<file path="config.mk">
export PLATFORM = sky130hd
export DESIGN_NAME = matrix_keypad_scanner
export DESIGN_NICKNAME = d
export VERILOG_FILES = /design/src/rtl/keypad_pkg.sv /design/src/rtl/keypad_debounce.sv /design/src/rtl/matrix_keypad_scanner.sv
export SDC_FILE = /design/constraint.sdc
export NUM_CORES = 1
export LEC_CHECK = 0
export BUFFER_PORTS_ARGS = -buffer_cell sky130_fd_sc_hd__buf_2
export CORE_ASPECT_RATIO = 0.7
export CORE_MARGIN = 1.5
export CORE_UTILIZATION = 50
export CTS_CLUSTER_DIAMETER = 40
export CTS_CLUSTER_SIZE = 20
export DETAILED_ROUTE_END_ITERATION = 8
export GPL_TIMING_DRIVEN = 0
export MAX_ROUTING_LAYER = met4
export PLACE_DENSITY = 0.67
export SYNTH_ARGS = -nofsm -noshare
export SYNTH_HDL_FRONTEND = slang
export SYNTH_HIERARCHICAL = 1
export SYNTH_SLANG_ARGS = --single-unit
</file>
<file path="constraint.sdc">
create_clock -name clk -period 3.05 [get_ports clk]
set_clock_uncertainty 0.15 [all_clocks]
set_input_delay 0.1525 -clock clk [delete_from_list [all_inputs] [get_ports clk]]
set_output_delay 0.1525 -clock clk [all_outputs]
set_load 0.02 [all_outputs]
</file>
<file path="src/rtl/keypad_pkg.sv">
// Shared types and helpers for the matrix keypad scanner: FSM states, key-code math, counter sizing.
// Pure declarations; no logic, no latency.
package keypad_pkg;

  typedef enum logic [1:0] {S_IDLE, S_SCAN, S_HOLD, S_RELS} state_t;

  // Cycles a row change needs to reach the FSM through the input synchronizer.
  localparam int SYNC_LAT = 2;

  function automatic int code_w(input int rows, input int cols);
    return $clog2(rows * cols);
  endfunction

  function automatic int cnt_w(input int deb_cyc, input int rpt_dly);
    return $clog2(((deb_cyc > rpt_dly) ? deb_cyc : rpt_dly) + 1);
  endfunction

  function automatic int code_of(input int row, input int col, input int cols);
    return row * cols + col;
  endfunction

endpackage

</file>
<file path="src/rtl/keypad_debounce.sv">
// Column synchronizer plus a stability counter for a caller-selected column condition.
// 2-cycle input latency; stable asserts once the condition has held DEB_CYC consecutive cycles; never stalls.
module keypad_debounce #(
  parameter int COLS    = 4,
  parameter int DEB_CYC = 250000,
  parameter int CW      = 18
) (
  input  logic            clk,
  input  logic            rst,
  input  logic [COLS-1:0] key_v,
  input  logic [COLS-1:0] col_mask,
  input  logic            want_low,
  output logic [COLS-1:0] cols,
  output logic            any_low,
  output logic            stable
);

  logic [COLS-1:0] sync1;
  logic [CW-1:0]   cnt;
  logic            cond;

  // Pins idle high, so the synchronizer resets to "nothing pressed".
  always_ff @(posedge clk or posedge rst) begin
    if (rst) begin
      sync1 <= '1;
      cols  <= '1;
    end else begin
      sync1 <= key_v;
      cols  <= sync1;
    end
  end

  assign any_low = |(~cols);

  // want_low: any masked column low; otherwise: every masked column high.
  // An empty mask with want_low set is never true, which parks the counter at zero.
  assign cond = want_low ? |(~cols & col_mask) : &(cols | ~col_mask);

  always_ff @(posedge clk or posedge rst) begin
    if (rst) begin
      cnt <= '0;
    end else if (!cond) begin
      cnt <= '0;
    end else if (cnt != CW'(DEB_CYC)) begin
      cnt <= cnt + CW'(1);
    end
  end

  assign stable = cond && (cnt == CW'(DEB_CYC));

endmodule

</file>
<file path="src/rtl/matrix_keypad_scanner.sv">
// ROWSxCOLS keypad scanner: debounce, one-hot-low row scan, hold/release tracking, auto-repeat, key history.
// Press-to-key_valid is sync + DEB_CYC + per-row settle; outputs are registered pulses with no backpressure.
module matrix_keypad_scanner
  import keypad_pkg::*;
#(
  parameter int ROWS    = 4,
  parameter int COLS    = 4,
  parameter int DEB_CYC = 250000,
  parameter int SETTLE  = 8,
  parameter int RPT_DLY = 12500000,
  parameter int RPT_PER = 2500000,
  parameter int DIGITS  = 4
) (
  input  logic                                     clk,
  input  logic                                     rst,
  input  logic [COLS-1:0]                          key_v,
  output logic [ROWS-1:0]                          key_h,
  input  logic                                     rpt_en,
  input  logic                                     disp_clr,
  output logic                                     key_valid,
  output logic [code_w(ROWS, COLS)-1:0]            key_code,
  output logic                                     key_down,
  output logic                                     key_release,
  output logic [DIGITS*code_w(ROWS, COLS)-1:0]     disp_num
);

  localparam int CODE_W = code_w(ROWS, COLS);
  localparam int DW     = DIGITS * CODE_W;
  localparam int CW     = cnt_w(DEB_CYC, RPT_DLY);
  localparam int RW     = $clog2(ROWS);
  localparam int CCW    = $clog2(COLS);
  // A freshly driven row is only trustworthy once it has crossed the synchronizer and settled.
  localparam int SAMPLE_AT = SETTLE + SYNC_LAT - 1;

  state_t          state;
  logic [RW-1:0]   row;
  logic [CCW-1:0]  col_q;
  logic [CCW-1:0]  hit_col;
  logic [CW-1:0]   cnt;
  logic [CW-1:0]   rpt_tgt;
  logic            first;
  logic [COLS-1:0] cols;
  logic [COLS-1:0] mask;
  logic            want_low;
  logic            any_low;
  logic            stable;

  function automatic logic [ROWS-1:0] row_sel(input logic [RW-1:0] r);
    return ~(ROWS'(1) << r);
  endfunction

  keypad_debounce #(
    .COLS    (COLS),
    .DEB_CYC (DEB_CYC),
    .CW      (CW)
  ) u_deb (
    .clk      (clk),
    .rst      (rst),
    .key_v    (key_v),
    .col_mask (mask),
    .want_low (want_low),
    .cols     (cols),
    .any_low  (any_low),
    .stable   (stable)
  );

  // IDLE waits for any low column, HOLD waits for the latched column to go high.
  always_comb begin
    mask     = '0;
    want_low = 1'b1;
    case (state)
      S_IDLE: mask = '1;
      S_HOLD: begin
        mask     = COLS'(1) << col_q;
        want_low = 1'b0;
      end
      default: ;
    endcase
  end

  always_comb begin
    hit_col = '0;
    for (int c = COLS - 1; c >= 0; c--) begin
      if (!cols[c]) hit_col = CCW'(c);
    end
  end

  assign rpt_tgt = first ? CW'(RPT_DLY) : CW'(RPT_PER);

  always_ff @(posedge clk or posedge rst) begin
    if (rst) begin
      state       <= S_IDLE;
      row         <= '0;
      col_q       <= '0;
      cnt         <= '0;
      first       <= 1'b1;
      key_h       <= '0;
      key_valid   <= 1'b0;
      key_code    <= '0;
      key_down    <= 1'b0;
      key_release <= 1'b0;
    end else begin
      key_valid   <= 1'b0;
      key_release <= 1'b0;
      case (state)
        S_IDLE: begin
          key_h    <= '0;
          key_down <= 1'b0;
          if (stable) begin
            state <= S_SCAN;
            row   <= '0;
            cnt   <= '0;
            key_h <= row_sel('0);
          end
        end
        S_SCAN: begin
          if (cnt != CW'(SAMPLE_AT)) begin
            cnt <= cnt + CW'(1);
          end else begin
            cnt <= '0;
            if (any_low) begin
              state     <= S_HOLD;
              col_q     <= hit_col;
              key_code  <= CODE_W'(code_of(int'(row), int'(hit_col), COLS));
              key_valid <= 1'b1;
              key_down  <= 1'b1;
              first     <= 1'b1;
            end else if (row == RW'(ROWS - 1)) begin
              state <= S_IDLE;
              key_h <= '0;
            end else begin
              row   <= row + RW'(1);
              key_h <= row_sel(row + RW'(1));
            end
          end
        end
        S_HOLD: begin
          key_down <= 1'b1;
          if (stable) begin
            state       <= S_RELS;
            key_down    <= 1'b0;
            key_release <= 1'b1;
            cnt         <= '0;
          end else if (!rpt_en) begin
            cnt   <= '0;
            first <= 1'b1;
          end else if (cnt == rpt_tgt - CW'(1)) begin
            key_valid <= 1'b1;
            cnt       <= '0;
            first     <= 1'b0;
          end else begin
            cnt <= cnt + CW'(1);
          end
        end
        S_RELS: begin
          state    <= S_IDLE;
          key_down <= 1'b0;
          key_h    <= '0;
          cnt      <= '0;
        end
        default: begin
          state <= S_IDLE;
          key_h <= '0;
        end
      endcase
    end
  end

  // History shifts the cycle after each key_valid; a clear in that cycle wins.
  always_ff @(posedge clk or posedge rst) begin
    if (rst) begin
      disp_num <= '0;
    end else if (disp_clr) begin
      disp_num <= '0;
    end else if (key_valid) begin
      disp_num <= (disp_num << CODE_W) | DW'(key_code);
    end
  end

endmodule

</file>
# After elaboration in Yosys (flattened, before gate mapping)
# Cells that the tools add are included.
[totals] word_cells=111 register_bits=90
[op_classes] mux=49 reduce_logical=16 n_shift=2 bitwise_logic=7 add_sub_neg=5 eq_ne=18
[op_table] op="$mux W24" n=8
[op_table] op="$pmux W24 S4" n=1
[op_table] op="$add A24 B1 Y24 const B" n=2
[op_table] op="$mux W16" n=2
[op_table] op="$mux W2" n=13
[op_table] op="$eq A24 B18 Y1 const B" n=1
[op_table] op="$eq A24 B24 Y1" n=1
[op_table] op="$ne A24 B18 Y1 const B" n=1
[op_table] op="$ne A24 B4 Y1 const B" n=1
[op_table] op="$sub A24 B1 Y24 const B" n=1
[op_table] op="$mux W4" n=4
[op_table] op="$ne A2 B2 Y1 const B" n=8
[op_table] op="$or A16 B4 Y16" n=1
[op_table] op="$mux W1" n=14
[op_table] op="$not A4 Y4" n=3
[op_table] op="$pmux W4 S3" n=1
[op_table] op="$reduce_and A5 Y1" n=2
[op_table] op="$pmux W2 S4" n=1
[op_table] op="$pmux W4 S2" n=1
[op_table] op="$reduce_and A4 Y1" n=2
[op_table] op="$reduce_or A4 Y1" n=2
[op_table] op="$shl A1 B2 Y4 const A" n=2
[op_table] op="$eq A2 B2 Y1 const B" n=3
[op_table] op="$ne A3 B3 Y1 const B" n=2
[op_table] op="16 further kinds" n=20

# Longest topological paths before layout
# Gate-level depths: netlist (run 1).
[depth] depth_word=9 mapped_depth=15 ltp_nobuf=13

# Hierarchy
# The synthesis (run 1) kept the hierarchy.
[modules_own_cells] module="matrix_keypad_scanner" instances=1 cells_each=312 area_per_inst_um2=3032.9
[modules_own_cells] module="keypad_debounce" instances=1 cells_each=149 area_per_inst_um2=1524.0

# Worst setup path after synthesis (run 1)
# No wires, ideal clock.
[synth_path] path_type="reg2reg" startpoint="register state[0]" endpoint="register, netlist name cnt[15]" arrival_time_ns=3.060 path_buffers=2 required_ns=2.831 setup_slack_ns=-0.229 setup_time_ns=0.069 stages_incl_launch_ff=15 period_less_slack_ns=3.279 path_cell_list="dfrtp_1 > inv_1 > ha_1 > inv_1 > o31ai_1 > inv_1 > o2111ai_1 > xor2_1 > nor3_1 > clkbuf_1 > nor4b_1 > a22oi_4 > buf_6 > or3_1 > nand3_1"
[synth_lines] item="from (decl)" line_no="matrix_keypad_scanner.sv:35" text="state_t state;"
[synth_lines] item="from (signal assigned)" line_no="matrix_keypad_scanner.sv:92" text="state <= S_IDLE;"
[synth_lines] item="from (signal assigned)" line_no="matrix_keypad_scanner.sv:110" text="state <= S_SCAN;"
[synth_lines] item="from (signal assigned)" line_no="matrix_keypad_scanner.sv:122" text="state <= S_HOLD;"

==> results of run 1 <==
## state kept, by name (all words and copies together) (netlist names), named ones only
signal	count
cnt	24
disp_num	16
first	1
key_code	4
key_down	1
key_h	4
key_release	1
key_valid	1
row	2
state	1
u_deb/cnt	24
u_deb/cols	4
u_deb/sync1	4
## logic make-up after synthesis
family          share of synthesized area [%]
buf+inv                                  3.90
xor+xnor                                 3.08
fa+ha+maj                                3.29
flops                                    48.6
compound gates                           13.3
simple gates                             22.7
mux                                      5.16
## worst paths after layout
kind / to / slack, ns / cells past startpoint / startpoint
hold reg to reg: u_deb/cols[2]$_DFF_PP1_ / 0.20 / 0 / u_deb/sync1[2]$_DFF_PP1_
min in group asynchronous: u_deb/cnt[4]$_DFFE_PP0P_ / 0.15 / 3 / rst
hold / removal: first$_DFFE_PP1P_ / 0.1 / 3 / rpt_en
max in group asynchronous: first$_DFFE_PP1P_ / 1.95 / 4 / rst
setup / recovery: cnt[4]$_DFFE_PP0N_ / 0.13 / 14 / state[0]$_DFFE_PP0P_
setup reg to reg: cnt[4]$_DFFE_PP0N_ / 0.13 / 14 / state[0]$_DFFE_PP0P_
## layout by cell type, fill, tap and decap left out, types with 4 or more instances in the layout
cell type | Yosys | final
inv_2 | 0 | 4
buf_2 | 4 | 36
clkbuf_16 | 0 | 9
xor2_1 | 14 | 13
mux2i_1 | 19 | 19
and4_1 | 6 | 6
buf_4 | 2 | 11
nor4b_1 | 6 | 5
nor3b_1 | 10 | 10
buf_6 | 2 | 8
nor2_1 | 42 | 42
nand4_1 | 14 | 14
dfrtp_1 | 79 | 79
a21oi_1 | 14 | 14
dlygate4sd3_1 | 0 | 6
or3_1 | 13 | 13
or4_1 | 4 | 4
inv_1 | 23 | 17
nor3_1 | 7 | 5
clkbuf_1 | 7 | 6
o21a_1 | 5 | 5
o31ai_1 | 9 | 6
nand2b_1 | 6 | 5
dfstp_2 | 9 | 9
and3_1 | 11 | 10
and2_1 | 5 | 5
a21o_1 | 13 | 13
nand2_1 | 31 | 31
nand3_1 | 17 | 17
ha_1 | 12 | 10
o21ai_0 | 43 | 43
mux2_2 | 4 | 4
## final cells by class
cell class / instances / share of cell area [%]
buffer: 15 / 1.70
clock buffer: 11 / 4.40
clock inverter: 5 / 0.748
inverter: 23 / 1.66
multi-input combinational: 333 / 41.5
sequential: 88 / 40.1
tap: 120 / 2.72
timing repair buffer: 55 / 7.12
## synth_stat cells, types with 2 or more instances
| cell type | count |
|---|---|
| or4_1 | 4 |
| buf_2 | 4 |
| buf_4 | 2 |
| and3_1 | 11 |
| nor3b_1 | 10 |
| inv_1 | 23 |
| and4_1 | 6 |
| ha_1 | 12 |
| a21oi_1 | 14 |
| mux2_2 | 4 |
| nor3_1 | 7 |
| o31ai_1 | 9 |
| buf_1 | 2 |
| nor4b_1 | 6 |
| xor2_1 | 14 |
| nor2_1 | 42 |
| buf_6 | 2 |
| o211ai_1 | 3 |
| o21ai_0 | 43 |
| nor4_1 | 4 |
| or3_1 | 13 |
| dfstp_2 | 9 |
| nand2b_1 | 6 |
| nand3_1 | 17 |
| a21o_1 | 13 |
| xnor2_1 | 2 |
| nand2_1 | 31 |
| dfrtp_1 | 79 |
| and2_1 | 5 |
| o21a_1 | 5 |
| mux2i_1 | 19 |
| nand4_1 | 14 |
| clkbuf_1 | 7 |
## power by group
group	switching, mW	total [mW]	internal (mW)
sequential	0.0456	1.26	1.21
combinational	0.0951	0.163	0.0681
clock	0.463	1.04	0.580
## per-stage QoR
| step | TNS [ns] | utilization (%) | area (um^2) |
|---|---|---|---|
| after floorplan | 0 | - | 4590 |
| after global placement | -8.05 | 56.7 | 4900 |
| after detailed placement | -9.82 | 56.9 | 4920 |
| after CTS | 0 | 62.8 | 5430 |
| after global routing | -0.156 | 63.8 | 5520 |
| final | 0 | 63.8 | 5520 |
## routing by layer
metal | vias to the layer above | wire [um]
met5 | - | 0
met4 | 0 | 109
met3 | 10 | 705
met2 | 122 | 4510
met1 | 1815 | 5170
li1 | 1781 | -
## tightest hold or removal path, delay by kind of cell
kind	cells	cell delay, ns
compound gates	1	0.22
buf+inv	1	0.09
simple gates	1	0.11
## timing repair
item,in CTS,in global routing
pin swaps,5,9
cloned,2,0
buffers inserted,8,4
endpoints found under the hold margin,26,0
hold buffers,6,0
endpoints found under the setup margin,26,26
gates resized for setup,19,11
==> summary.txt, run 1 <==
Status
  • Status: completed

Logic synthesis
  • Dominant cell type by area after synthesis: dfrtp_1
  • Synth Flop Type: dfrtp_1
  • Synth top area cells: dfrtp_1, dfstp_2, o21ai_0, mux2i_1, nor2_1
  • Yosys top cell area share: 43.4%
  • Synth cell types: 52
  • Post-synthesis async set-or-reset flop share: 100%
  • Mapped Cells: ~460
  • Ys Warns: 6
  • Syn Nets: 481
  • Post-Syn Area per Cell: 9.88 um^2
  • Post-synth EDFFs: 0
  • Post-synthesis sequential area ratio: 48.6%
  • Post-Synthesis Cell Area: ~4600 um^2
  • Synth Register Bits: 88

Final layout
  • Diodes inserted: 0
  • Fill cells: 710
  • Nets@finish: 545
  • Seq. cell area: 2210 um^2
  • Finished Layout Cells: 650
  • Layout cells sized above 1: approximately a fifth
  • Area Growth Syn to Fin: 21.1%
  • Area of the multi-input gates: 2290 um^2

Timing
  • Tcrit/Tclk final: 95.9%
  • Final worst slack: 0.126 ns
  • Slew headroom: 40.9%
  • Fmax: 342 MHz
  • Min Tclk post-route: slightly below 3 ns
  • Worst-margin pin slew: 0.883 ns
  • Final Hold Fails: 0
  • Final-report setup violation count: 0
  • Slew Limit Fails: 0
  • Final hold slack: approximately 0.097 ns

Detailed routing
  • Vias/cell: roughly 5.7
  • DRC Markers: 0
  • Final ANT Viol Nets: 0
  • Drt first pass iters: 5
  • Vias: 3728
  • Routed wire length: 10500 um
  • Routed WL per cell: 16.1 um
  • DR iter-0 viols: 250

Worst setup path
  • Critical path's slowest cell: dfrtp_1
  • Worst path required time: 3.12 ns
  • Crit-path leading delay family: compound AO/OA/AOI/OAI gates
  • Crit path kind: reg2reg
  • Crit path buf inv count: 4
  • Crit path largest cell delay: 0.41 ns
  • CP max FO: 6
  • Critical path endpoint category: flip-flop
  • Worst Setup Start Kind: flip-flop
  • Crit path cell chain: inv_2, ha_4, inv_6, o31ai_2, inv_1, o2111ai_4, xor2_4, nor3_4, nand2b_4, and3_4, a22oi_4, buf_6, nor3_1, a211o_1
  • Worst Path Arrival: roughly 3 ns

Run
  • MaxCap Viol Count: 0

Global routing
  • Met2 Use GR: 32.9%
  • Met3 Usage GRT: approximately 6%
  • Initial antenna violation count: 0
  • Total gr overflow: 0
  • Vias in the first global route: between 3000 and 4000
  • GR peak layer: met1
  • GR Util All Layers: 23.8%
  • Largest net degree at the start of global routing: 41
  • First-pass GRT wire length: between 15000 and 20000 um
  • Met1 Usage GRT: about a third

Die
  • DIE AREA: 9700 um^2
  • Cell Rows: 28
  • Die Height: 82.9 um
  • Starting Density: 52.7%
  • Core area: roughly 8700 um^2
  • Chip Width: between 100 and 150 um
  • Top Ports: 35

Clock network
  • Worst-path clk slew: 0.06 ns
  • Clock sinks: 88
  • CTS root buf: clkbuf_16
  • CTS Buf Count: 9
  • CTS tree: built
  • Worst-Skew Late Latency: 0.34 ns
  • H-tree lvl count: 3
  • CTS max path bufs: 2

Placement
  • Post-detail-place hpwl: 7110 um
  • Place WS: -0.447 ns
  • GPL Wtd Cong: 0.848
  • Placed Cells: 615
  • IO buf count: 33

Pwr
  • Peak supply drop: 0.000340 V
  • Pwr Total: 2.46 mW
  • Leak: 2.49 nW
  • Pwr per Cell Area: 446 nW/um^2

Min path
  • Path category of the worst min-delay check: in2reg
Note: power is estimated with default switching activity, not from simulation.
==> run 2: changes to the inputs <==
--- a/config.mk
+++ b/config.mk
@@ -5,7 +5,7 @@
 export SDC_FILE = /design/constraint.sdc
 export NUM_CORES = 1
 export LEC_CHECK = 0
-export BUFFER_PORTS_ARGS = -buffer_cell sky130_fd_sc_hd__buf_2
+export BUFFER_PORTS_ARGS = -buffer_cell sky130_fd_sc_hd__buf_4
 export CORE_ASPECT_RATIO = 0.7
 export CORE_MARGIN = 1.5
 export CORE_UTILIZATION = 50
==> run 2 against run 1 <==
Net effect:
- global-route usage up 0.56 points
- count of clock-buffer cells in the layout unchanged
- combinational power about the same
- sequential power about the same
- cell count down 0.31%
- design area up 2.9%
- largest power group unchanged
==> summary.txt, run 2 (same netlist as run 1, synthesis figures left out) <==
Final layout
  • Finished Layout Cells: 648 (was 650)
  • Fin area: 5680 um^2 (was 5520 um^2)
  • Area Growth Syn to Fin: 24.6% (was 21.1%)
  • Layout cells sized above 1: 22.7% (was 20.9%)
  • Most frequent cells in the layout: dfrtp_1, o21ai_0, buf_4, nor2_1, nand2_1 (was dfrtp_1, o21ai_0, nor2_1, buf_2, nand2_1)
  • Top flop regs: cnt (24), u_deb/cnt (24), disp_num (16) (unchanged)
  • Final core occ: 65.6% (was 63.8%)
  • Nets@finish: 543 (was 545)
  • Commonest non-fill, non-tap cell in the layout: dfrtp_1 (unchanged)
  • Diodes inserted: 0 (unchanged)

Global routing
  • Met2 Use GR: 33.2% (was 32.9%)
  • First-pass GRT wire length: 18100 um (was 17700 um)
  • Vias in the first global route: 3592 (was 3526)
  • Met1 Usage GRT: 36.7% (was 35.0%)
  • Met3 Usage GRT: 4.31% (was 5.84%)
  • Initial antenna violation count: 0 (unchanged)
  • Largest net degree at the start of global routing: 39 (was 41)
  • Total gr overflow: 0 (unchanged)
  • GR peak layer: met1 (unchanged)
  • GR Util All Layers: 24.3% (was 23.8%)

Worst setup path
  • CP max FO: 6 (unchanged)
  • Worst Setup Start Kind: flip-flop (unchanged)
  • Worst Path Arrival: 3.11 ns (was 3.00 ns)
  • Critical path endpoint category: flip-flop (unchanged)
  • Crit path kind: reg2reg (unchanged)
  • Worst path required time: 3.17 ns (was 3.12 ns)

Timing
  • Tcrit/Tclk final: 97.9% (was 95.9%)
  • Fmax: 335 MHz (was 342 MHz)
  • Slew Limit Fails: 0 (unchanged)
  • Min Tclk post-route: 2.99 ns (was 2.92 ns)
  • Slew headroom: 51.0% (was 40.9%)
  • Final-report setup violation count: 0 (unchanged)
  • Worst-margin pin slew: 0.736 ns (was 0.883 ns)
  • RSZ-0062 raised after global routing: true
  • Final Hold Fails: 0 (unchanged)

Pwr
  • Internal power: 1.86 mW (about the same)
  • Seq pwr share: 51.0% (about the same)
  • Comb pwr share: 6.5% (was 6.6%)
  • Sw frac: 24.2% (was 24.5%)
  • Clk pwr share: 42.5% (was 42.4%)
  • Leak: 2.49 nW (about the same)
  • Psw: 595 uW (was 603 uW)
  • Pwr per Cell Area: 432 nW/um^2 (was 446 nW/um^2)
  • Peak supply drop: 0.000311 V (was 0.000340 V)

Placement
  • IO buf count: 33 (unchanged)
  • Post-detail-place hpwl: 7100 um (was 7110 um)
  • Placed Area: 5010 um^2 (was 4920 um^2)
  • GPL Wtd Cong: 0.832 (was 0.848)
  • Placed Cells: 615 (unchanged)

Detailed routing
  • Routed WL per cell: 16.6 um (was 16.1 um)
  • DR iter-0 viols: 260 (was 250)
  • Drt first pass iters: 5 (unchanged)
  • Vias/cell: 5.82 (was 5.74)
  • DRC Markers: 0 (unchanged)
  • Vias: 3773 (was 3728)
  • Final ANT Viol Nets: 0 (unchanged)
  • Routed wire length: 10800 um (was 10500 um)

Clock network
  • CTS max path bufs: 2 (unchanged)
  • Worst-Skew Late Latency: 0.34 ns (about the same)
  • H-tree lvl count: 3 (unchanged)
  • CTS tree: built (unchanged)
  • CTS root buf: clkbuf_16 (unchanged)
  • Clock sinks: 88 (unchanged)
  • CTS Buf Count: 9 (unchanged)
  • Worst-path clk slew: 0.06 ns (about the same)

Die
  • Core area: 8650 um^2 (unchanged)
  • DIE AREA: 9700 um^2 (unchanged)
  • Cell Rows: 28 (unchanged)
  • Die Height: 82.9 um (unchanged)
  • Top Ports: 35 (unchanged)
  • Starting Density: 52.7% (unchanged)
  • Chip Width: 117 um (unchanged)

Status
  • Status: completed (unchanged)

Run
  • MaxCap Viol Count: 0 (unchanged)

Min path
  • Path category of the worst min-delay check: in2reg (unchanged)
-- run 2: critical path, stage by stage (launching register included) --
cell       delay, ns
dfrtp_1         0.41
inv_2           0.11
ha_4            0.19
inv_8           0.05
o31ai_4         0.18
inv_2           0.07
o2111ai_4       0.25
xor2_4          0.21
nor3_4          0.07
buf_6           0.14
nor4b_4         0.31
a22oi_4         0.18
buf_6           0.18
or3_4           0.33
nand3_2         0.08
-- run 2: final timing paths --
kind	to	slack, ns	startpoint	depth (start not counted)
min reg2reg	u_deb/cols[2]$_DFF_PP1_	0.21	u_deb/sync1[2]$_DFF_PP1_	0
max reg2reg	cnt[15]$_DFFE_PP0N_	0.06	state[0]$_DFFE_PP0P_	14
max in group asynchronous	first$_DFFE_PP1P_	1.90	rst	4
min	first$_DFFE_PP1P_	0.08	rpt_en	3
max	cnt[15]$_DFFE_PP0N_	0.06	state[0]$_DFFE_PP0P_	14
min in group asynchronous	u_deb/cnt[3]$_DFFE_PP0P_	0.22	rst	3
-- run 2: cell type report --
type                            count  area, um^2
Timing Repair Buffer               53         457
Fill cell                         668        2980
Tap cell                          120         150
Clock inverter                      5        41.3
Buffer                             15        97.6
Inverter                           23        96.3
Multi-Input combinational cell    333        2380
Clock buffer                       11         243
Sequential cell                    88        2220
-- run 2: power by group through the flow --
| stage | combinational (mW) | sequential [mW] | clock [mW] |
|---|---|---|---|
| CTS | 0.159 | 1.25 | 1.07 |
| global placement | 0.141 | 1.27 | 0 |
| finish | 0.160 | 1.25 | 1.04 |
| floorplan | 0.110 | 1.26 | 0 |
| detailed placement | 0.151 | 1.27 | 0 |
| global route | 0.184 | 1.26 | 1.11 |
-- run 2: routing by layer --
metal | vias to the layer above | wire [um]
met1 | 1855 | 5350
li1 | 1783 | -
met2 | 118 | 4710
met4 | 0 | 173
met3 | 17 | 550
met5 | - | 0
-- run 2: through the flow --
stage / setup WS, ns / power, mW / hold WS [ns] / TNS [ns]
finish: 0.0632 / 2.45 / 0.0850 / 0
global route: -0.0558 / 2.55 / 0.113 / -0.131
CTS: 0.00965 / 2.49 / 0.0650 / 0
detailed placement: -0.475 / 1.42 / 0.0664 / -10.53
global placement: -0.385 / 1.41 / 0.112 / -8.12
floorplan: 0.0106 / 1.37 / 0.00698 / 0
-- run 2: what timing repair did --
item / CTS / global route
setup buffers: 7 / 3
cloned: 2 / 0
pin swaps: 7 / 13
hold buffers: 6 / 0
hold endpoints to repair: 28 / 0
endpoints found under the setup margin: 26 / 26
gates resized for setup: 22 / 27
==> run 3: changes to the inputs <==
--- a/config.mk
+++ b/config.mk
@@ -7,8 +7,8 @@
 export LEC_CHECK = 0
 export BUFFER_PORTS_ARGS = -buffer_cell sky130_fd_sc_hd__buf_4
 export CORE_ASPECT_RATIO = 0.7
-export CORE_MARGIN = 1.5
 export CORE_UTILIZATION = 50
+export CTS_BUF_LIST = sky130_fd_sc_hd__clkbuf_4 sky130_fd_sc_hd__clkbuf_8 sky130_fd_sc_hd__clkbuf_16
 export CTS_CLUSTER_DIAMETER = 40
 export CTS_CLUSTER_SIZE = 20
 export DETAILED_ROUTE_END_ITERATION = 8
==> run 3 against run 2 <==
Net effect:
- the flow now finishes with violations (setup timing)
- via count fell by 2.8%
- critical path depth rose by 1
- combinational power barely moved
- first-iteration DRC count rose by 10%
- die area fell by 2.1%
- critical path type unchanged
==> summary.txt, run 3 (same netlist as run 1, synthesis figures left out) <==
Placement
  • Place WS: -0.497 ns (was -0.475 ns)
  • IO buf count: 33 (unchanged)
  • Post-detail-place hpwl: 6820 um (was 7100 um)
  • GPL Wtd Cong: 0.869 (was 0.832)
  • Placed Area: 5010 um^2 (unchanged)

Final layout
  • Top flop regs: cnt (24), u_deb/cnt (24), disp_num (16) (unchanged)
  • Nets@finish: 542 (was 543)
  • Layout cells sized above 1: 22.2% (was 22.7%)
  • Final core occ: 64.8% (was 65.6%)
  • Commonest non-fill, non-tap cell in the layout: dfrtp_1 (unchanged)
  • Area Growth Syn to Fin: 23.0% (was 24.6%)
  • Most frequent cells in the layout: dfrtp_1, buf_4, nor2_1, o21ai_0, nand2_1 (was dfrtp_1, o21ai_0, buf_4, nor2_1, nand2_1)
  • Diodes inserted: 0 (unchanged)
  • Fin area: 5610 um^2 (was 5680 um^2)

Die
  • Starting Density: 52.7% (unchanged)
  • Core area: 8650 um^2 (unchanged)
  • Cell Rows: 28 (unchanged)
  • Top Ports: 35 (unchanged)
  • Die Height: 81.9 um (was 82.9 um)
  • DIE AREA: 9510 um^2 (was 9700 um^2)
  • Chip Width: 116 um (was 117 um)

Timing
  • Slew headroom: 40.3% (was 51.0%)
  • Final-report setup violation count: 1 (was 0)
  • Tcrit/Tclk final: 100% (was 97.9%)
  • Final hold slack: 0.0969 ns (was 0.0850 ns)
  • Fmax: 327 MHz (was 335 MHz)
  • Final Hold Fails: 0 (unchanged)
  • RSZ-0062 raised after global routing: true (unchanged)
  • Final worst slack: -0.0113 ns (was 0.0632 ns)
  • Slew Limit Fails: 0 (unchanged)
  • Worst-margin pin slew: 0.893 ns (was 0.736 ns)
  • Min Tclk post-route: 3.06 ns (was 2.99 ns)

Worst setup path
  • Most used cell along the critical path: inv_2
  • Crit-path leading delay family: simple AND/OR/NAND/NOR gates (unchanged)
  • Crit path cell chain: inv_2, buf_4, ha_4, inv_2, o31ai_1, nand2b_1, o2111ai_4, xor2_4, nor3_4, nand2b_4, and3_4, a22oi_4, buf_6, or3_1, nand3_2 (was inv_2, ha_4, inv_8, o31ai_4, inv_2, o2111ai_4, xor2_4, nor3_4, buf_6, nor4b_4, a22oi_4, buf_6, or3_4, nand3_2)
  • Worst Path Arrival: 3.18 ns (was 3.11 ns)
  • Critical path endpoint category: flip-flop (unchanged)
  • Worst Setup Start Kind: flip-flop (unchanged)
  • Critical path's slowest cell: dfrtp_1 (unchanged)
  • CP max FO: 6 (unchanged)
  • Crit path largest cell delay: 0.38 ns (was 0.41 ns)
  • Crit path buf inv count: 4 (was 5)
  • Worst path required time: 3.17 ns (about the same)
  • Crit path kind: reg2reg (unchanged)

Global routing
  • GR Util All Layers: 23.7% (was 24.3%)
  • Vias in the first global route: 3287 (was 3592)
  • Initial antenna violation count: 0 (unchanged)
  • First-pass GRT wire length: 16700 um (was 18100 um)
  • Largest net degree at the start of global routing: 41 (was 39)
  • Total gr overflow: 0 (unchanged)

Min path
  • Path category of the worst min-delay check: in2reg (unchanged)

Clock network
  • H-tree lvl count: 3 (unchanged)
  • CTS tree: built (unchanged)
  • Worst-path clk slew: 0.07 ns (was 0.06 ns)
  • CTS Buf Count: 9 (unchanged)
  • CTS max path bufs: 2 (unchanged)
  • Worst-Skew Late Latency: 0.34 ns (about the same)
  • Clock sinks: 88 (unchanged)
  • CTS root buf: clkbuf_16 (unchanged)

Detailed routing
  • DR iter-0 viols: 287 (was 260)
  • Final ANT Viol Nets: 0 (unchanged)
  • Drt first pass iters: 5 (unchanged)
  • Routed wire length: 10100 um (was 10800 um)
  • Vias/cell: 5.67 (was 5.82)
  • Vias: 3668 (was 3773)
  • Routed WL per cell: 15.6 um (was 16.6 um)
  • DRC Markers: 0 (unchanged)

Pwr
  • Peak supply drop: 0.000402 V (was 0.000311 V)
  • Pwr per Cell Area: 441 nW/um^2 (was 432 nW/um^2)
  • Leak: 2.47 nW (was 2.49 nW)
  • Pwr Total: 2.48 mW (was 2.45 mW)

Run
  • MaxCap Viol Count: 0 (unchanged)

Status
  • Failing checks: setup timing
  • Status: finished, violations left (was completed)
-- run 3: report_power, final --
| part | switching [mW] | internal (mW) | total, mW |
|---|---|---|---|
| logic | 0.0901 | 0.0705 | 0.161 |
| clock network | 0.470 | 0.589 | 1.06 |
| registers | 0.0453 | 1.21 | 1.26 |
-- run 3: area by class of cell --
| cell class | instances | area, um^2 |
|---|---|---|
| well taps | 120 | 150 |
| clock buffers | 11 | 246 |
| inverters | 23 | 90.1 |
| plain buffers | 16 | 98.8 |
| clock inverters | 5 | 40.0 |
| multi-input cells | 333 | 2330 |
| flip-flops and latches | 88 | 2210 |
| repair buffers | 51 | 438 |
| fillers | 714 | 3050 |
-- run 3: worst paths after layout --
kind	from	end	slack, ns	depth (start not counted)
max in group asynchronous	rst	u_deb/sync1[2]$_DFF_PP1_	1.83	4
hold reg to reg	u_deb/sync1[3]$_DFF_PP1_	u_deb/cols[3]$_DFF_PP1_	0.21	0
min in group asynchronous	rst	cnt[22]$_DFFE_PP0N_	0.23	3
setup reg to reg	state[0]$_DFFE_PP0P_	cnt[15]$_DFFE_PP0N_	-0.01	15
setup / recovery	state[0]$_DFFE_PP0P_	cnt[15]$_DFFE_PP0N_	-0.01	15
hold / removal	rpt_en	first$_DFFE_PP1P_	0.1	3
-- run 3: routing by layer --
metal / share of wire, % / global-route usage [%] / up-vias
met5: 0 / - / -
met4: 0.83 / 6.54 / 0
met3: 4.2 / 5.09 / 7
met2: 41 / 32.1 / 88
met1: 54 / 35.1 / 1793
li1: - / - / 1780
-- run 3: stage by stage --
| stage | setup TNS, ns | instances |
|---|---|---|
| 2_1_floorplan | 0 | 461 |
| 3_3_place_gp | -7.36 | 614 |
| 3_5_place_dp | -11.24 | 615 |
| 4_1_cts | -0.0184 | 647 |
| 5_1_grt | -1.50 | 647 |
| 6_report | -0.0113 | 647 |
-- run 3: worst reg2reg max path, delay by kind of cell, from the launching register on --
family	cells	cell delay, ns
flops	1	0.38
buf+inv	4	0.49
compound gates	3	0.36
simple gates	6	1.22
fa+ha+maj	1	0.18
xor+xnor	1	0.22
-- run 3: what timing repair did --
item                                   CTS  global route
endpoints found under the hold margin   26             0
setup endpoints to repair               26            26
setup buffers                            8             0
pin swaps                                8            12
hold buffers                             6             0
cloned                                   2             0
gates resized for setup                 21            27
